## src/rtl/uart_pkg.sv

```systemverilog
// Constants shared by the UART transmit and receive paths.
package uart_pkg;
  localparam int DATA_WIDTH = 8;
endpackage

```

## src/rtl/uart_rx_if.sv

```systemverilog
// Parallel output channel of the UART receiver: word, status flags, valid/ready.
interface uart_rx_if;
  import uart_pkg::*;

  logic [DATA_WIDTH-1:0] rx_data;
  logic                  rx_valid;
  logic                  rx_ready;
  logic                  parity_err;
  logic                  frame_err;

  modport master (output rx_data, rx_valid, parity_err, frame_err, input rx_ready);
  modport slave  (input rx_data, rx_valid, parity_err, frame_err, output rx_ready);
endinterface

```

## src/rtl/uart_rx.sv

```systemverilog
// UART receiver, one bit per clk: start, LSB-first data, optional parity, stop bits.
// Completed frames land in a single-entry valid/ready register together with their status.
//
//   state     | meaning
//   ----------+-------------------------------------------------------
//   LINE_WAIT | line low after a framing error/reset; wait for rx=1
//   IDLE      | line high; next rx=0 sample is a start bit
//   DATA      | shifting DATA_WIDTH data bits, LSB first
//   PARITY    | sampling and checking the parity bit
//   STOP      | sampling STOP_BITS stop bits; last one completes the frame
module uart_rx
  import uart_pkg::*;
#(
  parameter int PARITY_EN = 0,
  parameter int STOP_BITS = 1
) (
  input  logic         clk,
  input  logic         rst_n,
  input  logic         rx,
  uart_rx_if.master    bus,
  output logic         rx_overrun,
  output logic         rx_busy
);

  localparam int BW = (DATA_WIDTH > 1) ? $clog2(DATA_WIDTH) : 1;
  localparam int SW = (STOP_BITS > 1) ? $clog2(STOP_BITS) : 1;

  typedef enum logic [2:0] {
    LINE_WAIT = 3'd0,
    IDLE      = 3'd1,
    DATA      = 3'd2,
    PARITY    = 3'd3,
    STOP      = 3'd4
  } state_t;

  state_t                state_q, state_d;
  logic [DATA_WIDTH-1:0] sreg_q, sreg_d;
  logic [BW-1:0]         bit_cnt_q, bit_cnt_d;
  logic [SW-1:0]         stop_cnt_q, stop_cnt_d;
  logic                  perr_q, perr_d;
  logic                  ferr_q, ferr_d;
  logic                  complete;
  logic                  exp_par;

  logic [DATA_WIDTH-1:0] data_q;
  logic                  valid_q;
  logic                  par_err_q;
  logic                  frm_err_q;
  logic                  ovr_q;
  logic                  busy_q;

  assign exp_par = (^sreg_q) ^ (PARITY_EN == 2);

  always_ff @(posedge clk or negedge rst_n) begin
    if (!rst_n) begin
      state_q    <= LINE_WAIT;
      sreg_q     <= '0;
      bit_cnt_q  <= '0;
      stop_cnt_q <= '0;
      perr_q     <= 1'b0;
      ferr_q     <= 1'b0;
    end else begin
      state_q    <= state_d;
      sreg_q     <= sreg_d;
      bit_cnt_q  <= bit_cnt_d;
      stop_cnt_q <= stop_cnt_d;
      perr_q     <= perr_d;
      ferr_q     <= ferr_d;
    end
  end

  always_comb begin
    state_d    = state_q;
    sreg_d     = sreg_q;
    bit_cnt_d  = bit_cnt_q;
    stop_cnt_d = stop_cnt_q;
    perr_d     = perr_q;
    ferr_d     = ferr_q;
    complete   = 1'b0;
    case (state_q)
      LINE_WAIT: begin
        if (rx) state_d = IDLE;
      end
      IDLE: begin
        if (!rx) begin
          state_d   = DATA;
          bit_cnt_d = '0;
          perr_d    = 1'b0;
          ferr_d    = 1'b0;
        end
      end
      DATA: begin
        sreg_d    = (sreg_q >> 1) | (DATA_WIDTH'(rx) << (DATA_WIDTH - 1));
        bit_cnt_d = bit_cnt_q + 1'b1;
        if (bit_cnt_q == BW'(DATA_WIDTH - 1)) begin
          if (PARITY_EN != 0) begin
            state_d = PARITY;
          end else begin
            state_d    = STOP;
            stop_cnt_d = '0;
          end
        end
      end
      PARITY: begin
        perr_d     = (rx != exp_par);
        state_d    = STOP;
        stop_cnt_d = '0;
      end
      STOP: begin
        ferr_d     = ferr_q | ~rx;
        stop_cnt_d = stop_cnt_q + 1'b1;
        if (stop_cnt_q == SW'(STOP_BITS - 1)) begin
          complete = 1'b1;
          // A low final stop bit may be the start of a break; wait for the line to recover.
          state_d  = rx ? IDLE : LINE_WAIT;
        end
      end
      default: state_d = LINE_WAIT;
    endcase
  end

  always_ff @(posedge clk or negedge rst_n) begin
    if (!rst_n) begin
      data_q    <= '0;
      valid_q   <= 1'b0;
      par_err_q <= 1'b0;
      frm_err_q <= 1'b0;
      ovr_q     <= 1'b0;
      busy_q    <= 1'b0;
    end else begin
      ovr_q  <= 1'b0;
      busy_q <= (state_d != IDLE) && (state_d != LINE_WAIT);
      if (complete) begin
        if (!valid_q || bus.rx_ready) begin
          data_q    <= sreg_q;
          par_err_q <= (PARITY_EN != 0) && perr_q;
          frm_err_q <= ferr_d;
          valid_q   <= 1'b1;
        end else begin
          ovr_q <= 1'b1;
        end
      end else if (valid_q && bus.rx_ready) begin
        valid_q <= 1'b0;
      end
    end
  end

  assign bus.rx_data    = data_q;
  assign bus.rx_valid   = valid_q;
  assign bus.parity_err = par_err_q;
  assign bus.frame_err  = frm_err_q;
  assign rx_overrun     = ovr_q;
  assign rx_busy        = busy_q;

endmodule

```

## src/flat_wrapper.sv

```systemverilog
// flat-port wrapper written by rule: the top's interface ports become plain ports
module uart_rx_flat import uart_pkg::*;
#(
  parameter int PARITY_EN = 0,
  parameter int STOP_BITS = 1
)
  (clk, rst_n, rx, rx_overrun, rx_busy, bus_rx_data, bus_rx_valid, bus_parity_err, bus_frame_err, bus_rx_ready);
  uart_rx_if bus_i ();
  input  logic clk;
  input  logic rst_n;
  input  logic rx;
  output logic rx_overrun;
  output logic rx_busy;
  output wire logic [$bits(bus_i.rx_data)-1:0] bus_rx_data;
  output wire logic [$bits(bus_i.rx_valid)-1:0] bus_rx_valid;
  output wire logic [$bits(bus_i.parity_err)-1:0] bus_parity_err;
  output wire logic [$bits(bus_i.frame_err)-1:0] bus_frame_err;
  input wire logic [$bits(bus_i.rx_ready)-1:0] bus_rx_ready;
  assign bus_rx_data = bus_i.rx_data;
  assign bus_rx_valid = bus_i.rx_valid;
  assign bus_parity_err = bus_i.parity_err;
  assign bus_frame_err = bus_i.frame_err;
  assign bus_i.rx_ready = bus_rx_ready;
  uart_rx #(.PARITY_EN(PARITY_EN), .STOP_BITS(STOP_BITS)) u_core (.clk(clk), .rst_n(rst_n), .rx(rx), .bus(bus_i), .rx_overrun(rx_overrun), .rx_busy(rx_busy));
endmodule
```

## config.mk

```make
export PLATFORM = sky130hd
export DESIGN_NAME = uart_rx_flat
export DESIGN_NICKNAME = d
export VERILOG_FILES = /design/src/rtl/uart_pkg.sv /design/src/rtl/uart_rx_if.sv /design/src/rtl/uart_rx.sv /design/src/flat_wrapper.sv
export SDC_FILE = /design/constraint.sdc
export NUM_CORES = 1
export LEC_CHECK = 0
export BUFFER_PORTS_ARGS = -buffer_cell sky130_fd_sc_hd__buf_2
export CORE_ASPECT_RATIO = 0.8
export CORE_MARGIN = 2
export CORE_UTILIZATION = 49
export DETAILED_ROUTE_END_ITERATION = 8
export GPL_ROUTABILITY_DRIVEN = 1
export PLACE_DENSITY = 0.74
export SKIP_LAST_GASP = 1
export SYNTH_ARGS = -nofsm -noshare
export SYNTH_HDL_FRONTEND = slang
export SYNTH_SLANG_ARGS = --single-unit
```

## constraint.sdc

```tcl
create_clock -name clk -period 1.6 [get_ports clk]
set_clock_uncertainty 0.05 [all_clocks]
set_input_delay 0.24 -clock clk [delete_from_list [all_inputs] [get_ports clk]]
set_output_delay 0.24 -clock clk [all_outputs]
set_load 0.03 [all_outputs]
```

==> impl_metrics.yaml, run 1 <==
clock_network:
  worstSkewPairLatency_ns: 0.34
  clock_sinks: 28
  cts-root-buf: "clkbuf_4"
  cts_max_path_buffers: 2
  path_clk_slew_ns: 0.14
  cts_buffers: 3
  cts_tree: "built"
  ctsHtreeMaxLevel: 1
worst_hold_path:
  hp-class: "in -> reg"
layout:
  insertedDiodeCount: 0
  drive_gt1_share_pct: 41.0
  layout_commonest_cell: "dfrtp_1"
  fin_util_pct: 60.1
  synthToLayoutAreaGrowth_pct: 19.2
  layout.nets: 124
  nFillCells: 187
  layoutNonFillerInstCount: 144
  mostFrequentLayoutCells: "dfrtp_1 (28), buf_2 (15), nor2_1 (9)"
timing:
  finalHoldViolCount: 0
  fin_ws_ns: -0.0252
  maxSlewViolCount: 0
  fmaxAchievable_mhz: 615
  slew_headroom_pct: 59.6
  worst_pin_slew_ns: 0.606
  setup_tns_ns: -0.0593
  post-route-min-period_ns: 1.63
  finalCritPeriodShare_pct: 102
  rsz0062_at_grt: "true"
  setup_viol: 5
logic_synthesis:
  netlist_area_mm2: 0.00120
  syn_area_per_cell_um2: 13.2
  synth_fp_nets: 97
  synth_cell_types: 28
  syn_inst: 91
  ys_ff_latch: 28
  ys_seq_area_share_pct: 58.3
  ys_warn_count: 0
die:
  initial_core_util_pct: 50.4
  num_rows: 16
  fp.dieH_um: 48.3
  die-area_mm2: 0.00287
  die_x_um: 59.4
  ioPinCount: 17
  core_area_mm2: 0.00238
routing:
  drc_errors: 0
  routed_wl_mm: 2.07
  postRouteAntennaNets: 0
  viasPerCell: 5.29
  via_count: 762
  routedWlPerCell_um: 14.3
  drtIter0Drc: 23
  drtPass1Iterations: 4
place:
  place_congestion: 0.680
  post-place-cells: 137
  io_buffer_count: 15
  hpwl_mm: 1.41
grt:
  grt_pass1_wl_mm: 3.10
  track_usage_pct: 15.1
  antenna_found_initial: 0
  met1_usage_pct: 20.9
  grt_pass1_vias: 682
  gr-total-overflow: 0
  grt_util_met3_pct: 4.77
  grt_max_degree: 29
  grt_use_met2_pct: 24.0
  grt.busiest_layer: "met2"
setup_path:
  critical_path_peak_fanout: 5
  cp-end-kind: "register"
  arrival_ns: 1.80
  r2r_slack_ns: -0.03
  cp_data_required_time_ns: 1.78
  critPathLaunchType: "register"
  path_class: "reg -> reg"
power:
  vdd_drop_max_mv: 1.04
  power_density_mw_per_mm2: 1910
  p_leak_nw: 0.762
status:
  violations: "negative setup slack"
  status: "complete, but fails checks"
run:
  maxCapViolCount: 0
kinds of logic (layout without fill, tap and decap cells):
| logic type | after synthesis | after routing | share of synthesized area (%) |
|---|---|---|---|
| adders and majority gates | 2 | 2 | 2.08 |
| and+or+nand+nor | 25 | 26 | 11.4 |
| other | 1 | 1 | 0.312 |
| AOI/OAI and AO/OA | 12 | 12 | 6.77 |
| muxes | 17 | 17 | 18.3 |
| buffers and inverters | 6 | 31 | 2.81 |
| DFF | 28 | 28 | 58.3 |
synthesized netlist by cell type:
cell / n / area share, %
dfrtp_1: 28 / 58
mux2_4: 8 / 10
o21ai_0: 3 / 1.2
buf_4: 1 / 0.63
conb_1: 1 / 0.31
mux2i_1: 1 / 0.83
nor2b_1: 1 / 0.52
nand2b_1: 3 / 1.6
or3_1: 1 / 0.52
o21bai_1: 1 / 0.63
nand2b_4: 1 / 1.1
ha_1: 2 / 2.1
a211oi_1: 2 / 1.2
a221oi_1: 1 / 0.73
nor2_1: 9 / 2.8
nor2_2: 1 / 0.52
o32ai_1: 1 / 0.73
clkbuf_1: 2 / 0.63
o22ai_1: 1 / 0.52
nor3_1: 2 / 0.83
or4b_4: 1 / 1.1
inv_1: 2 / 0.63
and3b_1: 1 / 0.73
mux2_2: 8 / 7.5
nand2_1: 5 / 1.6
a21oi_1: 1 / 0.42
buf_6: 1 / 0.94
a22oi_1: 2 / 1.2
routing by layer:
| metal | vias to the layer above | share of wire [%] |
|---|---|---|
| li1 | 372 | - |
| met1 | 368 | 48 |
| met2 | 20 | 46 |
| met3 | 2 | 4.7 |
| met4 | 0 | 0.63 |
| met5 | - | 0 |
critical path, stage by stage, from the launching register on:
cell and delay [ns]:
dfrtp_1 0.40, or4b_4 0.55, nand2b_4 0.21, mux2_4 0.32
where the power goes:
part           internal [W]  switching [W]
clock network      0.000254       0.000206
logic              0.000529       0.000597
registers          0.000976       0.000167
total               0.00176       0.000969
through the flow:
stage / power, W / worst slack, ns / cell area (um2) / hold slack [ns]
2_1_floorplan: 0.00192 / -0.0928 / 1200 / -0.106
3_3_place_gp: 0.00221 / -0.00266 / 1340 / 0.228
3_5_place_dp: 0.00226 / -0.0342 / 1340 / 0.244
4_1_cts: 0.00275 / -0.0319 / 1430 / 0.133
5_1_grt: 0.00292 / -0.0630 / 1430 / 0.140
6_report: 0.00273 / -0.0252 / 1430 / 0.143
path summary, 6_finish.rpt:
kind                                    endpoint                  start  cells after the start
min reg2reg                u_core.bus.rx_data[3]  u_core.bus.rx_data[3]                      1
max in group asynchronous  u_core.bus.rx_data[5]                  rst_n                      2
max reg2reg                u_core.bus.rx_data[5]      u_core.state_q[0]                      3
min                             u_core.sreg_q[7]                     rx                      2
max                        u_core.bus.rx_data[5]      u_core.state_q[0]                      3
min in group asynchronous         u_core.rx_busy                  rst_n                      2
repair_timing:
item,CTS,global route
gates cloned,1,0
setup buffers,1,0
resized for setup,1,1
endpoints found under the setup margin,9,9
hold endpoints to repair,28,0
pin swaps,0,1
hold buffers,1,0
layout make-up:
| type | instances | area, um2 | share of cell area, % |
|---|---|---|---|
| inverter | 2 | 7.51 | 0.524 |
| timing repair buffer | 25 | 156 | 10.9 |
| clock inverter | 1 | 30.0 | 2.10 |
| tap | 27 | 33.8 | 2.36 |
| sequential | 28 | 701 | 49.0 |
| clock buffer | 3 | 22.5 | 1.57 |
| multi-input combinational | 58 | 480 | 33.6 |
sequential cells by signal, summed over array words and instances, names as in the netlist:
name,flops
u_core.bus.frame_err,1
u_core.bus.rx_data,8
u_core.bit_cnt_q,3
u_core.state_q,3
u_core.rx_overrun,1
u_core.stop_cnt_q,1
u_core.ferr_q,1
u_core.bus.rx_valid,1
u_core.sreg_q,8
u_core.rx_busy,1
No activity file was read; power rests on OpenSTA's default activity.
==> run 2: changes to the inputs <==
==> constraint.sdc (replaced) <==
create_clock -name clk -period 1.6 [get_ports clk]
set_clock_uncertainty 0.05 [all_clocks]
set_input_delay 0.08 -clock clk [delete_from_list [all_inputs] [get_ports clk]]
set_output_delay 0.08 -clock clk [all_outputs]
set_load 0.03 [all_outputs]
==> run 2 against run 1 <==
The flow still finishes with violations (negative setup slack). Global-route usage did not move. Clock power barely moved. Register-to-register slack barely moved. Non-clock buffer count rose by 1. Hold slack got worse by 0.018 ns. Setup slack barely moved. Core utilization rose by 0.42 points. Routed wire length rose by 0.39%. Power barely moved. Cell area rose by 0.70%. Die area did not move. Sequential power barely moved.
==> impl_metrics.yaml, run 2 (synthesis results as in run 1) <==
timing:
  post-route-min-period_ns: 1.63
  slew_headroom_pct: 59.6
  setup_viol: 5
  worst_pin_slew_ns: 0.606
  maxSlewViolCount: 0
  finalHoldViolCount: 0
  fin_ws_ns: -0.0253
  rsz0062_at_grt: "true"
  fmaxAchievable_mhz: 615
  finalCritPeriodShare_pct: 102
setup_path:
  critPathMaxStageDelay_ns: 0.55
  crit_family: "simple AND/OR/NAND/NOR gates"
  critPathLaunch: "u_core.state_q[0]"
  path_cells: "or4b_4 -> nand2b_4 -> mux2_4"
  critPathBufInv: 0
  cp_data_required_time_ns: 1.78
  worstSetupEndpoint: "u_core.bus.rx_data[5]"
  r2r_slack_ns: -0.03
  cp-end-kind: "register"
  critPathLaunchType: "register"
  rr_worst_depth: 3
  critical_path_peak_fanout: 5
  cpMaxStageDelayCell: "or4b_4"
  path_class: "reg -> reg"
  arrival_ns: 1.80
  cp_num_cells: 3
  r2r-start: "u_core.state_q[0]"
  r2r_end: "u_core.bus.rx_data[5]"
layout:
  drive_gt1_share_pct: 40.7
  nFillCells: 186
  fin_area_mm2: 0.00144
  mostFrequentLayoutCells: "dfrtp_1 (28), buf_2 (15), nor2_1 (9)"
  layoutNonFillerInstCount: 145
  layout_commonest_cell: "dfrtp_1"
  synthToLayoutAreaGrowth_pct: 20.0
  register_area_um2: 701
  layout.nets: 125
  multi_input_area_um2: 480
  insertedDiodeCount: 0
place:
  post-place-cells: 137
  dp_slack_ns: -0.0342
  place_area_mm2: 0.00134
  io_buffer_count: 15
  place_congestion: 0.680
  hpwl_mm: 1.41
power:
  vdd_drop_max_mv: 1.04
  power_density_mw_per_mm2: 1890
  p_leak_nw: 0.766
  p_total_w: 0.00273
clock_network:
  cts-root-buf: "clkbuf_4"
  cts_max_path_buffers: 2
  cts_buffers: 3
  path_clk_slew_ns: 0.15
  clock_sinks: 28
  cts_tree: "built"
  ctsHtreeMaxLevel: 1
  worstSkewPairLatency_ns: 0.34
routing:
  drc_errors: 0
  viasPerCell: 5.27
  routedWlPerCell_um: 14.3
  drtPass1Iterations: 4
  via_count: 764
  drtIter0Drc: 18
  routed_wl_mm: 2.07
  postRouteAntennaNets: 0
status:
  violations: "negative setup slack"
  status: "complete, but fails checks"
die:
  initial_core_util_pct: 50.4
  fp.dieH_um: 48.3
  core_area_mm2: 0.00238
  die_x_um: 59.4
  num_rows: 16
  ioPinCount: 17
  die-area_mm2: 0.00287
grt:
  antenna_found_initial: 0
  grt_pass1_vias: 682
  gr-total-overflow: 0
  grt_pass1_wl_mm: 3.10
  track_usage_pct: 15.1
  grt_max_degree: 29
run:
  maxCapViolCount: 0
worst_hold_path:
  hp-class: "in -> reg"
==> run 2: what timing repair did <==
item                                    CTS  global route
endpoints found under the hold margin    30             0
cloned                                    1             0
buffers inserted                          1             0
endpoints found under the setup margin    9             9
pin swaps                                 0             1
resized for setup                         1             1
hold buffers                              2             0
==> run 2: area by class of cell <==
type	instances	area share [%]
repair buffers	26	11.5
multi-input cells	58	33.3
inverters	2	0.521
flip-flops and latches	28	48.6
clock buffers	3	1.56
well taps	27	2.34
clock inverters	1	2.08
==> run 2: where the power goes <==
group	internal, W	leakage [nW]	switching [W]
Clock	0.000254	0.0279	0.000206
Sequential	0.000976	0.358	0.000167
Combinational	0.000530	0.380	0.000597
Total	0.00176	0.766	0.000970
==> run 2: how the worst min path moves through the flow <==
stage,startpoint,cells after the start,to
2_1_floorplan,rst_n,0,u_core.bit_cnt_q[0]
3_3_place_gp,rst_n,1,u_core.bus.rx_valid
3_5_place_dp,rst_n,1,u_core.rx_busy
4_1_cts,bus_rx_ready,3,u_core.bus.rx_valid
5_1_grt,bus_rx_ready,3,u_core.bus.rx_valid
6_report,bus_rx_ready,3,u_core.bus.rx_valid
==> run 2: tightest hold or removal path: stages <==
cell and delay, ns:
buf_2 0.07, nand2b_1 0.26, nand2_1 0.08
==> run 2: per-stage QoR <==
step / hold WS (ns) / setup TNS (ns) / utilization (%)
final: 0.125 / -0.0602 / 60.5
after global routing: 0.135 / -0.341 / 60.5
after CTS: 0.130 / -0.108 / 60.3
after detailed placement: 0.0837 / -0.240 / 56.4
after global placement: 0.0684 / -0.0154 / 56.4
after floorplan: -0.266 / -0.743 / -
==> run 2: routing by layer <==
metal	vias to the layer above	wire length [um]	GRT usage (%)	part of all wire, %
met3	2	98	4.77	4.7
met4	0	13	2.73	0.63
met2	20	962	24.0	46
met1	368	999	20.9	48
met5	-	0	0	0
li1	374	-	-	-
